<file path="src/rtl/par_product_cpa.sv">
// Final carry-propagate adder for the Wallace tree multiplier.
// Resolves the sum/carry pair segment by segment in a stalled pipeline.
module par_product_cpa #(
   parameter int SUM_W       = 28,
   parameter int CARRY_W     = 25,
   parameter int CARRY_SHIFT = 3,
   parameter int SEG_W       = 7,
   parameter int TAG_W       = 3
) (
   input  logic               clk,
   input  logic               rst,
   input  logic               in_valid,
   output logic               in_ready,
   input  logic [SUM_W-1:0]   sum_in,
   input  logic [CARRY_W-1:0] carry_in,
   input  logic [TAG_W-1:0]   tag_in,
   output logic               out_valid,
   input  logic               out_ready,
   output logic [SUM_W-1:0]   result,
   output logic [TAG_W-1:0]   tag_out,
   output logic               busy
);

   localparam int NS = (SUM_W + SEG_W - 1) / SEG_W;

   logic             adv;
   logic [SUM_W-1:0] b_in;

   logic [SUM_W-1:0] a_q [NS-1];
   logic [SUM_W-1:0] b_q [NS-1];
   logic             c_q [NS-1];
   logic [SUM_W-1:0] r_q [NS];
   logic [TAG_W-1:0] t_q [NS];
   logic [NS-1:0]    v_q;

   logic [SUM_W-1:0] r_d [NS];
   logic             c_d [NS-1];

   assign adv       = !v_q[NS-1] || out_ready;
   assign in_ready  = adv;
   assign out_valid = v_q[NS-1];
   assign result    = r_q[NS-1];
   assign tag_out   = t_q[NS-1];
   assign busy      = |v_q;

   // Carry bits shifted to weight SUM_W or above fall off here.
   assign b_in = SUM_W'({carry_in, {CARRY_SHIFT{1'b0}}});

   for (genvar k = 0; k < NS; k++) begin : g_stg
      localparam int LO = k * SEG_W;
      localparam int W  = (k == NS - 1) ? SUM_W - LO : SEG_W;
      localparam int SW = (k == NS - 1) ? W : W + 1;

      logic [W-1:0]     a_seg;
      logic [W-1:0]     b_seg;
      logic             cin;
      logic [SUM_W-1:0] r_src;
      logic [SW-1:0]    s;
      logic [SUM_W-1:0] r_nxt;

      if (k == 0) begin : g_first
         assign a_seg = sum_in[LO +: W];
         assign b_seg = b_in[LO +: W];
         assign cin   = 1'b0;
         assign r_src = '0;
      end else begin : g_next
         assign a_seg = a_q[k-1][LO +: W];
         assign b_seg = b_q[k-1][LO +: W];
         assign cin   = c_q[k-1];
         assign r_src = r_q[k-1];
      end

      assign s = SW'(a_seg) + SW'(b_seg) + SW'(cin);

      always_comb begin
         r_nxt = r_src;
         r_nxt[LO +: W] = s[W-1:0];
      end

      assign r_d[k] = r_nxt;

      if (k < NS - 1) begin : g_co
         assign c_d[k] = s[SW-1];
      end
   end

   always_ff @(posedge clk) begin
      if (rst) begin
         v_q <= '0;
         for (int k = 0; k < NS; k++) begin
            r_q[k] <= '0;
            t_q[k] <= '0;
         end
         for (int k = 0; k < NS - 1; k++) begin
            a_q[k] <= '0;
            b_q[k] <= '0;
            c_q[k] <= 1'b0;
         end
      end else if (adv) begin
         v_q <= {v_q[NS-2:0], in_valid};
         if (in_valid) begin
            r_q[0] <= r_d[0];
            t_q[0] <= tag_in;
            a_q[0] <= sum_in;
            b_q[0] <= b_in;
            c_q[0] <= c_d[0];
         end
         // Bubbles move like data but leave the stage payload untouched.
         for (int k = 1; k < NS; k++) begin
            if (v_q[k-1]) begin
               r_q[k] <= r_d[k];
               t_q[k] <= t_q[k-1];
            end
         end
         for (int k = 1; k < NS - 1; k++) begin
            if (v_q[k-1]) begin
               a_q[k] <= a_q[k-1];
               b_q[k] <= b_q[k-1];
               c_q[k] <= c_d[k];
            end
         end
      end
   end

endmodule

</file>
<file path="config.mk">
export PLATFORM = sky130hd
export DESIGN_NAME = par_product_cpa
export DESIGN_NICKNAME = d
export VERILOG_FILES = /design/src/rtl/par_product_cpa.sv
export SDC_FILE = /design/constraint.sdc
export NUM_CORES = 1
export LEC_CHECK = 0
export ABC_AREA = 1
export ABC_CLOCK_PERIOD_IN_PS = 3900
export BUFFER_PORTS_ARGS = -buffer_cell sky130_fd_sc_hd__buf_2
export CORE_MARGIN = 2
export CORE_UTILIZATION = 31
export CTS_BUF_LIST = sky130_fd_sc_hd__clkbuf_2
export DETAILED_ROUTE_END_ITERATION = 7
export PLACE_DENSITY = 0.53
export SKIP_CTS_REPAIR_TIMING = 1
export SLEW_MARGIN = 40
export SYNTH_ARGS = -nofsm -noshare
export SYNTH_HDL_FRONTEND = slang
export SYNTH_SLANG_ARGS = --single-unit
</file>
<file path="constraint.sdc">
create_clock -name clk -period 3.9 [get_ports clk]
set_clock_uncertainty 0.1 [all_clocks]
set_input_delay 0.78 -clock clk [delete_from_list [all_inputs] [get_ports clk]]
set_output_delay 0.78 -clock clk [all_outputs]
set_load 0.02 [all_outputs]
</file>
# Yosys cells after proc, flatten, opt, wreduce, memory -nomap -nowiden

Memory sizes are Yosys's and may differ from the RTL's.
Cells that the tools add are included.

Add/subtract/negate cells: 7
Mux-type cells: 35
Bitwise logic cells: 17
Reductions and logical operators: 3

Operators with widths:

| cell               | count |
|---|---|
| $mux W28           | 10 |
| $add A7 B7 Y8      | 3 |
| $mux W1            | 21 |
| $or A1 B1 Y1       | 17 |
| $add A8 B1 Y8      | 2 |
| $mux W3            | 4 |
| $add A7 B1 Y7      | 1 |
| $add A7 B7 Y7      | 1 |
| $reduce_or A4 Y1   | 1 |
| $logic_not A1 Y1   | 1 |
| $logic_or A1 B1 Y1 | 1 |

Register bits: 4
Bits in writable memories: 295
Bits of input ports: 60
Output and inout bits: 34
Word-level logic and storage cells: 68
Memories kept: 5

Memory list:

| memory | words | bits a word | read ports | clocked after memory_dff | write ports | line | text |
|---|---|---|---|---|---|---|---|
| r_q    | 4     | 28          | 4          | 0                        | 4           | 32   | `logic [SUM_W-1:0] r_q [NS];` |
| a_q    | 3     | 28          | 3          | 0                        | 3           | 29   | `logic [SUM_W-1:0] a_q [NS-1];` |
| b_q    | 3     | 28          | 3          | 0                        | 3           | 30   | `logic [SUM_W-1:0] b_q [NS-1];` |
| t_q    | 4     | 3           | 4          | 0                        | 4           | 33   | `logic [TAG_W-1:0] t_q [NS];` |
| c_q    | 3     | 1           | 3          | 0                        | 3           | 31   | `logic c_q [NS-1];` |

# Logic depth before layout (Yosys ltp)

Gate-level depths: netlist (run 1).

Word-level depth: 6
Mapped depth: 10
Mapped depth without buffers: 10

# Worst setup path after synthesis (run 1)

Ideal clock, no wire load.

Path type: input to register
From: input port out_ready
To: memory r_q[3][16], in the netlist r_q[0][100] (enable)
Setup time: 462 ps
Arrival: 3260 ps
Data required time: 3338 ps
Slack: 78 ps
Cell stages on the path: 4
Path buffers: 0
Cell sequence: inv_1 > nand2_2 > inv_1 > o21ai_0

RTL lines:

| item        | line | text |
|---|---|---|
| from (decl) | 18   | `input logic out_ready,` |
| to (decl)   | 32   |  |

# Worst setup path in the final report (run 1)

From: register v_q[3]
To: output port busy

Longest elaborated chain between the ends: 1

RTL lines:

| item                   | line | text |
|---|---|---|
| from (decl)            | 34   | `logic [NS-1:0] v_q;` |
| from (signal assigned) | 100  | `v_q <= {v_q[NS-2:0], in_valid};` |
| $reduce_or A4 Y1       | 44   | `assign busy = \|v_q;` |
| to (decl)              | 21   | `output logic busy` |

No other way between the ends.

==> results.cfg, run 1 <==
[drt]
first_pass_drt_iterations = 6
drt_iter0_markers = 232
route.final.wire_length_um = 12370
drt-wirelength-per-cell_um = 10.80
drc = 0
dr_total_vias = 4436
final_antenna_net_count = 0
via_per_inst = 3.871

[global_route]
gr-total-overflow = 0
largest_net_degree_at_the_start_of_global_routing = 86
grt_pass1_wl_um = 21390
number_of_antenna_violations_at_the_first_check_in_global_routing = 1
gr_usage_total_pct = 10.43
first_global_vias = 4385

[clock_network]
cts_buffer_count = 17
cts.root.buffer_cell = sky130_fd_sc_hd__clkbuf_2
cts_max_path_buffers = 2
htree_levels = 4
worst_setup_hold_path_clk_slew_ps = 250
clock_sinks = 173
clock_tree_from_tritoncts = done
clk-insertion-delay-late_ps = 730

[setup_path]
reg2reg_depth = 7
worstSetupStartpoint = v_q[3]
worst_setup_path_start_kind = flip-flop
crit_chain = nor2_1 -> nand3_1 -> buf_2
reg2reg_from = c_q[0][2]
worst_ep_required_time_ps = 3020
worst_path_largest_cell_delay_ps = 410
cp_slowest_cell = sky130_fd_sc_hd__dfxtp_1
timing_worst_setup_path_type = reg2out
critical_path_sink_type = output port
cp_data_arrival_time_ps = 1550
reg2reg_setup_slack_ps = 1780
critPathTopFamily = flip-flops
timing.critical_path.fanout_max = 3
worst_r2r_endpoint = r_q[0][109]
critical_path.n_buffers_inverters = 1

[synth]
avgSynthCellArea_um2 = 10.79
netlist_instances = 706
synth.yosys.seq_area_share_pct = 67.66
syn-cell-area_um2 = 7619
synthFlopType = sky130_fd_sc_hd__edfxtp_1
synth_nets = 794
number_of_distinct_standard_cells_referenced_by_the_synthesized_netlist = 26
synth_largest_type_area_fraction_pct = 66.61
synth-edff-count = 169
synthDominantAreaCellType = sky130_fd_sc_hd__edfxtp_1
yosys-top-cells-count = sky130_fd_sc_hd__inv_1 (185), sky130_fd_sc_hd__nor2_1 (185), sky130_fd_sc_hd__edfxtp_1 (169), sky130_fd_sc_hd__nand2_1 (60), sky130_fd_sc_hd__ha_1 (21)
asyncSetResetFlopFracSynth_pct = 0
synth_top_cells_by_area = sky130_fd_sc_hd__edfxtp_1 (67%), sky130_fd_sc_hd__inv_1 (9.1%), sky130_fd_sc_hd__nor2_1 (9.1%), sky130_fd_sc_hd__ha_1 (3.4%), sky130_fd_sc_hd__nand2_1 (3.0%)
yosys_warnings = 0
synth_seq_cells = 173

[placement]
place_congestion = 0.7654
port-buffer-count = 93
place.detailed.instances = 1113
detailedPlacementHpwl_um = 8692

[timing]
worst_slew_margin_rel_pct = 53.76
timing.final.crit_period_ps = 2434
setup_viol = 0
fmax_mhz = 410.9
post-route-period-util_pct = 62.40
rsz0062_at_grt = no
holdWs_ps = 234.7
finalHoldViolations = 0
setup-tns-final_ps = 0
final_count_of_pins_violating_max_slew = 0
worst-slew-pin-transition_ps = 693.6

[floorplan]
die_h_um = 160.8
initial_utilization_pct = 31.42
die_x_um = 160.8
floorplan.rows = 57
ios = 94
dieArea_um2 = 25850
coreArea_um2 = 24250

[cells_and_area]
fin_nets = 896
layoutNonFillerInstCount = 1146
area_overhead_vs_synth_pct = 13.89
share_of_cells_above_drive_strength_1_pct = 17.17

[run]
max_cap_viol_count = 0

[worst_hold_path]
hold_path.class = in2reg
cells_on_worst_hold_path = 3
hold_path.startpoint = sum_in[18]
min_to = a_q[0][18]

[pwr]
vdd_drop_max_mv = 0.1194
power_density_of_the_placed_cells_nw_per_um2 = 407.2
static-leakage-power_nw = 3.984

[status]
status = finished, final reports clean
## cell type report
class                   count  area (um^2)
fillers                  2501        15570
flip-flops and latches    173         5155
multi-input cells         333         1682
inverters                 185        694.4
repair buffers             98        515.5
well taps                 324        405.4
clock inverters            14        132.6
clock buffers              18        90.09
diodes                      1        2.502
## metal layers
metal | vias up | global-route usage (%) | routed length [um]
li1 | 2380 | - | -
met1 | 1955 | 14.50 | 6412
met2 | 91 | 15.56 | 5288
met3 | 10 | 2.815 | 516
met4 | 0 | 4.140 | 155
met5 | - | 0 | 0
## state kept, by name, indices dropped and copies added (netlist names)
register	count
t_q	12
v_q	4
c_q	3
b_q	42
r_q	70
a_q	42
## worst register-to-register path: stages, from the launching register on
cell	delay [ps]
sky130_fd_sc_hd__edfxtp_1	490
sky130_fd_sc_hd__fa_1	490
sky130_fd_sc_hd__fa_1	400
sky130_fd_sc_hd__nand2_1	90
sky130_fd_sc_hd__nand2_1	70
sky130_fd_sc_hd__and2_1	140
sky130_fd_sc_hd__nor2_1	90
sky130_fd_sc_hd__nor2_1	50
## where the power goes
part / switching [W] / internal, W / leakage (nW)
Clock: 0.000647 / 0.000245 / 0.129
Sequential: 0.0000401 / 0.00219 / 1.83
Combinational: 0.000266 / 0.000148 / 2.02
Total: 0.000953 / 0.00258 / 3.98
## logic make-up after synthesis
| logic type | Yosys count | share of synthesized area (%) |
|---|---|---|
| simple gates | 280 | 14.78 |
| xor+xnor | 2 | 0.2300 |
| compound gates | 23 | 1.577 |
| buf+inv | 200 | 10.46 |
| flops | 173 | 67.66 |
| fa+ha+maj | 28 | 5.288 |
## placed cells by master, fill, tap and decap left out
cell,instances
sky130_fd_sc_hd__fa_1,7
sky130_fd_sc_hd__inv_8,1
sky130_fd_sc_hd__o21a_1,1
sky130_fd_sc_hd__o21bai_1,1
sky130_fd_sc_hd__or2_2,6
sky130_fd_sc_hd__nor3_4,1
sky130_fd_sc_hd__buf_2,93
sky130_fd_sc_hd__o21ai_0,4
sky130_fd_sc_hd__buf_12,1
sky130_fd_sc_hd__buf_4,4
sky130_fd_sc_hd__xor2_1,1
sky130_fd_sc_hd__diode_2,1
sky130_fd_sc_hd__ha_1,21
sky130_fd_sc_hd__bufinv_16,1
sky130_fd_sc_hd__a21oi_1,16
sky130_fd_sc_hd__nand3_1,15
sky130_fd_sc_hd__clkinv_1,2
sky130_fd_sc_hd__nand2_2,3
sky130_fd_sc_hd__clkinv_4,2
sky130_fd_sc_hd__nand4_1,1
sky130_fd_sc_hd__inv_1,185
sky130_fd_sc_hd__inv_6,5
sky130_fd_sc_hd__o21ai_2,1
sky130_fd_sc_hd__clkbuf_2,18
sky130_fd_sc_hd__and2_1,5
sky130_fd_sc_hd__nor3b_1,3
sky130_fd_sc_hd__nor2_2,2
sky130_fd_sc_hd__nor3_1,1
sky130_fd_sc_hd__nor2_1,185
sky130_fd_sc_hd__xnor2_1,1
sky130_fd_sc_hd__nand2_1,58
sky130_fd_sc_hd__clkinvlp_4,3
sky130_fd_sc_hd__edfxtp_1,169
sky130_fd_sc_hd__dfxtp_1,4
## stage by stage
stage	setup slack [ps]	util [%]	total power (W)	cell area (um^2)
after floorplan	77.51	-	0.002561	7619
after global placement	1504	34.85	0.002689	8449
after detailed placement	1442	34.86	0.002693	8452
after CTS	1352	35.77	0.003592	8675
after global routing	1296	35.78	0.003742	8677
final	1467	35.78	0.003533	8677
## worst max-delay path by stage
| stage | endpoint | depth (start not counted) |
|---|---|---|
| 2_1_floorplan | r_q[0][100] | 4 |
| 3_3_place_gp | c_q[0][2] | 9 |
| 3_5_place_dp | c_q[0][1] | 9 |
| 4_1_cts | busy | 3 |
| 5_1_grt | busy | 3 |
| 6_report | busy | 3 |
Note: power is estimated with default switching activity, not from simulation.
==> run 2, diff against run 1 <==
- ABC_AREA: 1 -> 0
- ABC_CLOCK_PERIOD_IN_PS: 3900 -> 2450
- PLACE_DENSITY: 0.53 -> 0.51
- clock period: 3.9 -> 2.45 ns (I/O delays scaled with it)
==> run 2 against run 1 <==
  * Critical path depth increased by 3
  * Sequential share of layout area fell by 2.9 points
  * Global-route usage decreased by 0.13 points
  * Non-clock buffer count is 61 higher
  * Cell count shrank 13%
  * Critical endpoint is now r_q[0][111]
  * Highest routed layer unchanged
==> results.cfg, run 2 <==
[floorplan]
floorplan.rows = 56
die_h_um = 158.3
coreArea_um2 = 23400
die_x_um = 158.3
initial_utilization_pct = 31.52
ios = 94
dieArea_um2 = 25040

[cells_and_area]
commonest_cells_after_routing_fill_and_taps_aside = sky130_fd_sc_hd__edfxtp_1 (169), sky130_fd_sc_hd__nor2b_1 (93), sky130_fd_sc_hd__buf_2 (91), sky130_fd_sc_hd__and2_1 (62), sky130_fd_sc_hd__dlygate4sd3_1 (53)
finalInstanceArea_um2 = 9129
area_overhead_vs_synth_pct = 23.77
area_taken_by_multi_input_logic_gates_um2 = 2095
share_of_cells_above_drive_strength_1_pct = 22.30
filler_cell_count = 2288
largest_registers = r_q x70, a_q x42, b_q x42
layout_commonest_cell = sky130_fd_sc_hd__edfxtp_1
seqCellArea_um2 = 5157
fin_nets = 752
largest_register_ffs = 70
max_flop_register = r_q

[timing]
post-route-period-util_pct = 98.35
setup_viol = 0
finalHoldViolations = 0
holdWs_ps = 126.4
fmax_mhz = 415.0
rsz0062_at_grt = yes
worst_slack_ps = 40.34
setup-tns-final_ps = 0
worst-slew-pin-transition_ps = 735.2
final_count_of_pins_violating_max_slew = 0
worst_slew_margin_rel_pct = 50.98
timing.final.crit_period_ps = 2410

[setup_path]
worst_r2r_endpoint = r_q[0][111]
cp_slowest_cell = sky130_fd_sc_hd__edfxtp_1
crit_chain = fa_2 -> fa_1 -> a211oi_2 -> o21bai_1 -> a2111o_1 -> o21ai_0
critical_path.n_buffers_inverters = 0
critPathTopFamily = compound AO/OA/AOI/OAI gates
critical_path_sink_type = flip-flop
worst_path_largest_cell_delay_ps = 450
setup.worst_path.end = r_q[0][111]
cp_data_arrival_time_ps = 2880
worst_ep_required_time_ps = 2920
worstSetupStartpoint = c_q[0][2]
timing_worst_setup_path_type = reg2reg
reg2reg_setup_slack_ps = 40
worst_setup_path_start_kind = flip-flop
reg2reg_from = c_q[0][2]
reg2reg_depth = 6
timing.critical_path.fanout_max = 3
worst-path-stages = 6

[global_route]
gr_usage_total_pct = 10.30
gr-total-overflow = 0
largest_net_degree_at_the_start_of_global_routing = 55
grt_pass1_wl_um = 19840
first_global_vias = 4016
number_of_antenna_violations_at_the_first_check_in_global_routing = 1

[synth]
asyncSetResetFlopFracSynth_pct = 0
synth_top_cells_by_area = sky130_fd_sc_hd__edfxtp_1 (69%), sky130_fd_sc_hd__nor2b_1 (7.9%), sky130_fd_sc_hd__and2_1 (5.3%), sky130_fd_sc_hd__ha_1 (3.6%), sky130_fd_sc_hd__fa_1 (1.9%)
synth_largest_type_area_fraction_pct = 68.80
synth_nets = 592
synthDominantAreaCellType = sky130_fd_sc_hd__edfxtp_1
netlist_instances = 504
avgSynthCellArea_um2 = 14.63
synth_seq_cells = 173
synth.yosys.seq_area_share_pct = 69.89
synth-edff-count = 169
yosysMostFrequentCell = sky130_fd_sc_hd__edfxtp_1
yosys-top-cells-count = sky130_fd_sc_hd__edfxtp_1 (169), sky130_fd_sc_hd__nor2b_1 (93), sky130_fd_sc_hd__and2_1 (62), sky130_fd_sc_hd__ha_1 (21), sky130_fd_sc_hd__nor2_1 (17)
synthFlopType = sky130_fd_sc_hd__edfxtp_1
number_of_distinct_standard_cells_referenced_by_the_synthesized_netlist = 38
yosys_warnings = 0
syn-cell-area_um2 = 7376

[placement]
place_ws_ps = -73.07
detailedPlacementHpwl_um = 8886
place_congestion = 0.7494
dpl_cell_area_um2 = 8302
port-buffer-count = 93

[drt]
first_pass_drt_iterations = 4
drt_iter0_markers = 185
via_per_inst = 4.093
final_antenna_net_count = 0
drc = 0
dr_total_vias = 4081
route.final.wire_length_um = 12230
drt-wirelength-per-cell_um = 12.26

[pwr]
static-leakage-power_nw = 3.597
power_density_of_the_placed_cells_nw_per_um2 = 620.7
total_power_w = 0.005666
vdd_drop_max_mv = 0.2048

[clock_network]
htree_levels = 4
cts_buffer_count = 17
worst_setup_hold_path_clk_slew_ps = 260
clock_sinks = 173
cts.root.buffer_cell = sky130_fd_sc_hd__clkbuf_2
clock_tree_from_tritoncts = done
clk-insertion-delay-late_ps = 710
cts_max_path_buffers = 2

[run]
max_cap_viol_count = 0

[status]
status = finished, final reports clean

[worst_hold_path]
hold_path.class = in2reg
-- run 2: changes by cell type after synthesis, moves of 5 or more --
| cell | delta |
|---|---|
| sky130_fd_sc_hd__and2_1 | +57 |
| sky130_fd_sc_hd__nor2b_1 | +93 |
| sky130_fd_sc_hd__o21ai_0 | +7 |
| sky130_fd_sc_hd__nand2_1 | -46 |
| sky130_fd_sc_hd__buf_6 | -5 |
| sky130_fd_sc_hd__inv_1 | -171 |
| sky130_fd_sc_hd__nor3_1 | +8 |
| sky130_fd_sc_hd__nor2_1 | -168 |
| sky130_fd_sc_hd__a21oi_1 | -12 |
| sky130_fd_sc_hd__a211oi_1 | +12 |
| sky130_fd_sc_hd__nand3_1 | -9 |
| sky130_fd_sc_hd__a21o_1 | +5 |
| sky130_fd_sc_hd__or2_2 | -6 |
-- run 2: cell families (layout without fill, tap and decap cells) --
logic type                 Yosys count  count (layout)  synth area share [%]
other                                0               1                     0
adders and majority gates           28              28                 5.462
and+or+nand+nor                    216             216                 17.44
AOI/OAI and AO/OA                   51              51                 4.801
DFF                                173             173                 69.89
xor gates and xnor gates             3               3                0.3563
buffers and inverters               33             206                 2.053
-- run 2: layout make-up --
class | count | area share [%]
sequential | 173 | 56.50
multi-input combinational | 298 | 22.94
timing repair buffer | 159 | 12.76
tap | 319 | 4.372
clock inverter | 15 | 1.823
clock buffer | 17 | 0.9320
inverter | 15 | 0.6442
antenna | 1 | 0.02741
-- run 2: tightest hold or removal path, delay by kind of cell --
kind	cells	cell delay, ps
buf+inv	2	210
simple gates	4	240
-- run 2: how the worst min path moves through the flow --
stage                   start     end  cells after the start
global placement       v_q[2]  v_q[2]                      2
floorplan              v_q[0]  v_q[0]                      2
global route        out_ready  v_q[2]                      6
detailed placement     v_q[0]  v_q[0]                      2
finish              out_ready  v_q[2]                      6
CTS                       rst  v_q[3]                      2
-- run 2: where the power goes --
part           leakage (nW)  internal (W)  switching, W
registers              1.82       0.00348     0.0000579
logic                  1.63      0.000323      0.000370
clock network         0.143      0.000340       0.00110
total                  3.60       0.00414       0.00153
-- run 2: routing by layer --
layer  wire [um]  GRT usage (%)  up-vias  part of all wire [%]
met5           0              0        -                     0
met4         109          3.904        0                  0.89
met3         475          3.130        7                   3.9
met2        5494          15.24       87                    45
met1        6146          14.26     1868                    50
li1            -              -     2119                     -
-- run 2: through the flow --
stage,util [%],std cells
3_3_place_gp,35.47,909
6_report,39.01,997
3_5_place_dp,35.47,909
4_1_cts,36.55,941
2_1_floorplan,-,504
5_1_grt,39.01,997
==> run 3, diff against run 2 <==
- CORE_MARGIN: 2 -> 3
- CTS_BUF_LIST: sky130_fd_sc_hd__clkbuf_2 -> default
==> run 3 against run 2 <==
  * Final area is 2.4% lower
  * Non-clock buffer count is 53 lower
  * Core utilization is 0.23 points lower
  * Largest cell class unchanged
  * Highest routed layer unchanged
  * Routed wire length is 1.8% lower
  * Maximum frequency is 1.4% higher
  * Combinational power is 9.7% lower
  * Flip-flop and latch count stayed put
  * Setup slack better by 34 ps
  * Sequential power hardly changed
  * Sequential share of layout area is 1.3 points higher
==> results.cfg, run 3 (synthesis results as in run 2) <==
[cells_and_area]
area_overhead_vs_synth_pct = 20.85
largest_registers = r_q x70, a_q x42, b_q x42
largest_register_ffs = 70
fin_nets = 699
share_of_cells_above_drive_strength_1_pct = 23.72
post-route-util_pct = 38.78
commonest_cells_after_routing_fill_and_taps_aside = sky130_fd_sc_hd__edfxtp_1 (169), sky130_fd_sc_hd__nor2b_1 (93), sky130_fd_sc_hd__buf_2 (93), sky130_fd_sc_hd__and2_1 (62), sky130_fd_sc_hd__ha_1 (21)
filler_cell_count = 2197
finalInstanceArea_um2 = 8914
max_flop_register = r_q
layout_commonest_cell = sky130_fd_sc_hd__edfxtp_1

[pwr]
pwr-share-comb_pct = 9.2
vdd_drop_max_mv = 0.3343
power.switching_fraction_pct = 24.49
share_seq_of_total_power_pct = 52.1
power.clock.fraction_pct = 38.6
total_switching_power_w = 0.001661
static-leakage-power_nw = 3.506
power_density_of_the_placed_cells_nw_per_um2 = 761.0
internal_power_w = 0.005122

[clock_network]
cts_max_path_buffers = 2
worst_setup_hold_path_clk_slew_ps = 70
clock_sinks = 173
htree_levels = 4
clock_tree_from_tritoncts = done
cts_buffer_count = 17
cts.root.buffer_cell = sky130_fd_sc_hd__clkbuf_16
clk-insertion-delay-late_ps = 420

[timing]
final_count_of_pins_violating_max_slew = 0
setup_viol = 0
worst_slack_ps = 74.52
worst_slew_margin_rel_pct = 50.85
post-route-period-util_pct = 96.96
setup-tns-final_ps = 0
timing.final.crit_period_ps = 2375
fmax_mhz = 421.0
finalHoldViolations = 0
worst-slew-pin-transition_ps = 737.1

[global_route]
gr_usage_total_pct = 9.867
largest_net_degree_at_the_start_of_global_routing = 55
first_global_vias = 3976
number_of_antenna_violations_at_the_first_check_in_global_routing = 1
grt_pass1_wl_um = 20220
gr-total-overflow = 0

[drt]
route.final.wire_length_um = 12000
drc = 0
first_pass_drt_iterations = 4
drt_iter0_markers = 199
final_antenna_net_count = 0
dr_total_vias = 3814
via_per_inst = 4.066
drt-wirelength-per-cell_um = 12.79

[setup_path]
critPathTopFamily = compound AO/OA/AOI/OAI gates
timing.critical_path.fanout_max = 3
critical_path_sink_type = flip-flop
worst_path_largest_cell_delay_ps = 430
cp_data_arrival_time_ps = 2540
worst_ep_required_time_ps = 2620
cp_slowest_cell = sky130_fd_sc_hd__fa_2
worst_setup_path_start_kind = flip-flop
critical_path.n_buffers_inverters = 0
timing_worst_setup_path_type = reg2reg
crit_chain = fa_2 -> fa_2 -> a211oi_2 -> o21bai_1 -> a2111o_1 -> o21ai_0
timing.critical_path.mode_cell = sky130_fd_sc_hd__fa_2

[placement]
port-buffer-count = 93
place_congestion = 0.7881
detailedPlacementHpwl_um = 8855
dpl_cell_area_um2 = 8302
place_ws_ps = 4.407

[floorplan]
ios = 94
die_x_um = 160.3
coreArea_um2 = 22980
floorplan.rows = 55
initial_utilization_pct = 32.09
die_h_um = 160.3
dieArea_um2 = 25680

[run]
max_cap_viol_count = 0

[status]
status = finished, final reports clean

[worst_hold_path]
hold_path.class = in2reg
run 3: cell types whose count changed in the layout (fill, tap and decap cells not counted), moves of 3 or more:
cell and delta:
sky130_fd_sc_hd__inv_8 +3, sky130_fd_sc_hd__dlygate4sd3_1 -53, sky130_fd_sc_hd__clkbuf_2 -17, sky130_fd_sc_hd__clkbuf_16 +17
run 3: power groups by stage:
stage	clock, W	combinational (W)	sequential, W
6_report	0.00262	0.000626	0.00354
5_1_grt	0.00283	0.000709	0.00356
4_1_cts	0.00270	0.000630	0.00354
3_5_place_dp	0	0.000626	0.00361
3_3_place_gp	0	0.000608	0.00360
2_1_floorplan	0	0.000389	0.00362
run 3: cell type report:
cell class / count / area, um^2 / share of cell area (%)
tap: 313 / 391.6 / 4.394
clock inverter: 15 / 166.4 / 1.867
multi-input combinational: 298 / 2091 / 23.46
antenna: 1 / 2.502 / 0.02807
sequential: 173 / 5155 / 57.83
clock buffer: 17 / 425.4 / 4.773
timing repair buffer: 106 / 625.6 / 7.019
inverter: 15 / 56.30 / 0.6317
run 3: final timing paths:
check / startpoint / endpoint / slack, ps / depth (start not counted)
min: rst / v_q[3] / 180 / 2
min reg2reg: v_q[2] / v_q[2] / 390 / 2
max: c_q[0][2] / r_q[0][111] / 70 / 6
max reg2reg: c_q[0][2] / r_q[0][111] / 70 / 6
run 3: per-stage QoR:
stage / hold slack [ps] / power, W / cells
finish: 181.3 / 0.006784 / 938
global route: 166.6 / 0.007102 / 938
CTS: 152.3 / 0.006874 / 936
detailed placement: 382.0 / 0.004232 / 904
global placement: 362.5 / 0.004209 / 904
floorplan: 339.5 / 0.004012 / 504
run 3: metal layers:
layer	up-vias	track usage, %	routed length, um
met5	-	0	0
met4	0	4.694	196
met3	11	2.776	480
met2	83	13.99	5086
met1	1698	13.94	6237
li1	2022	-	-
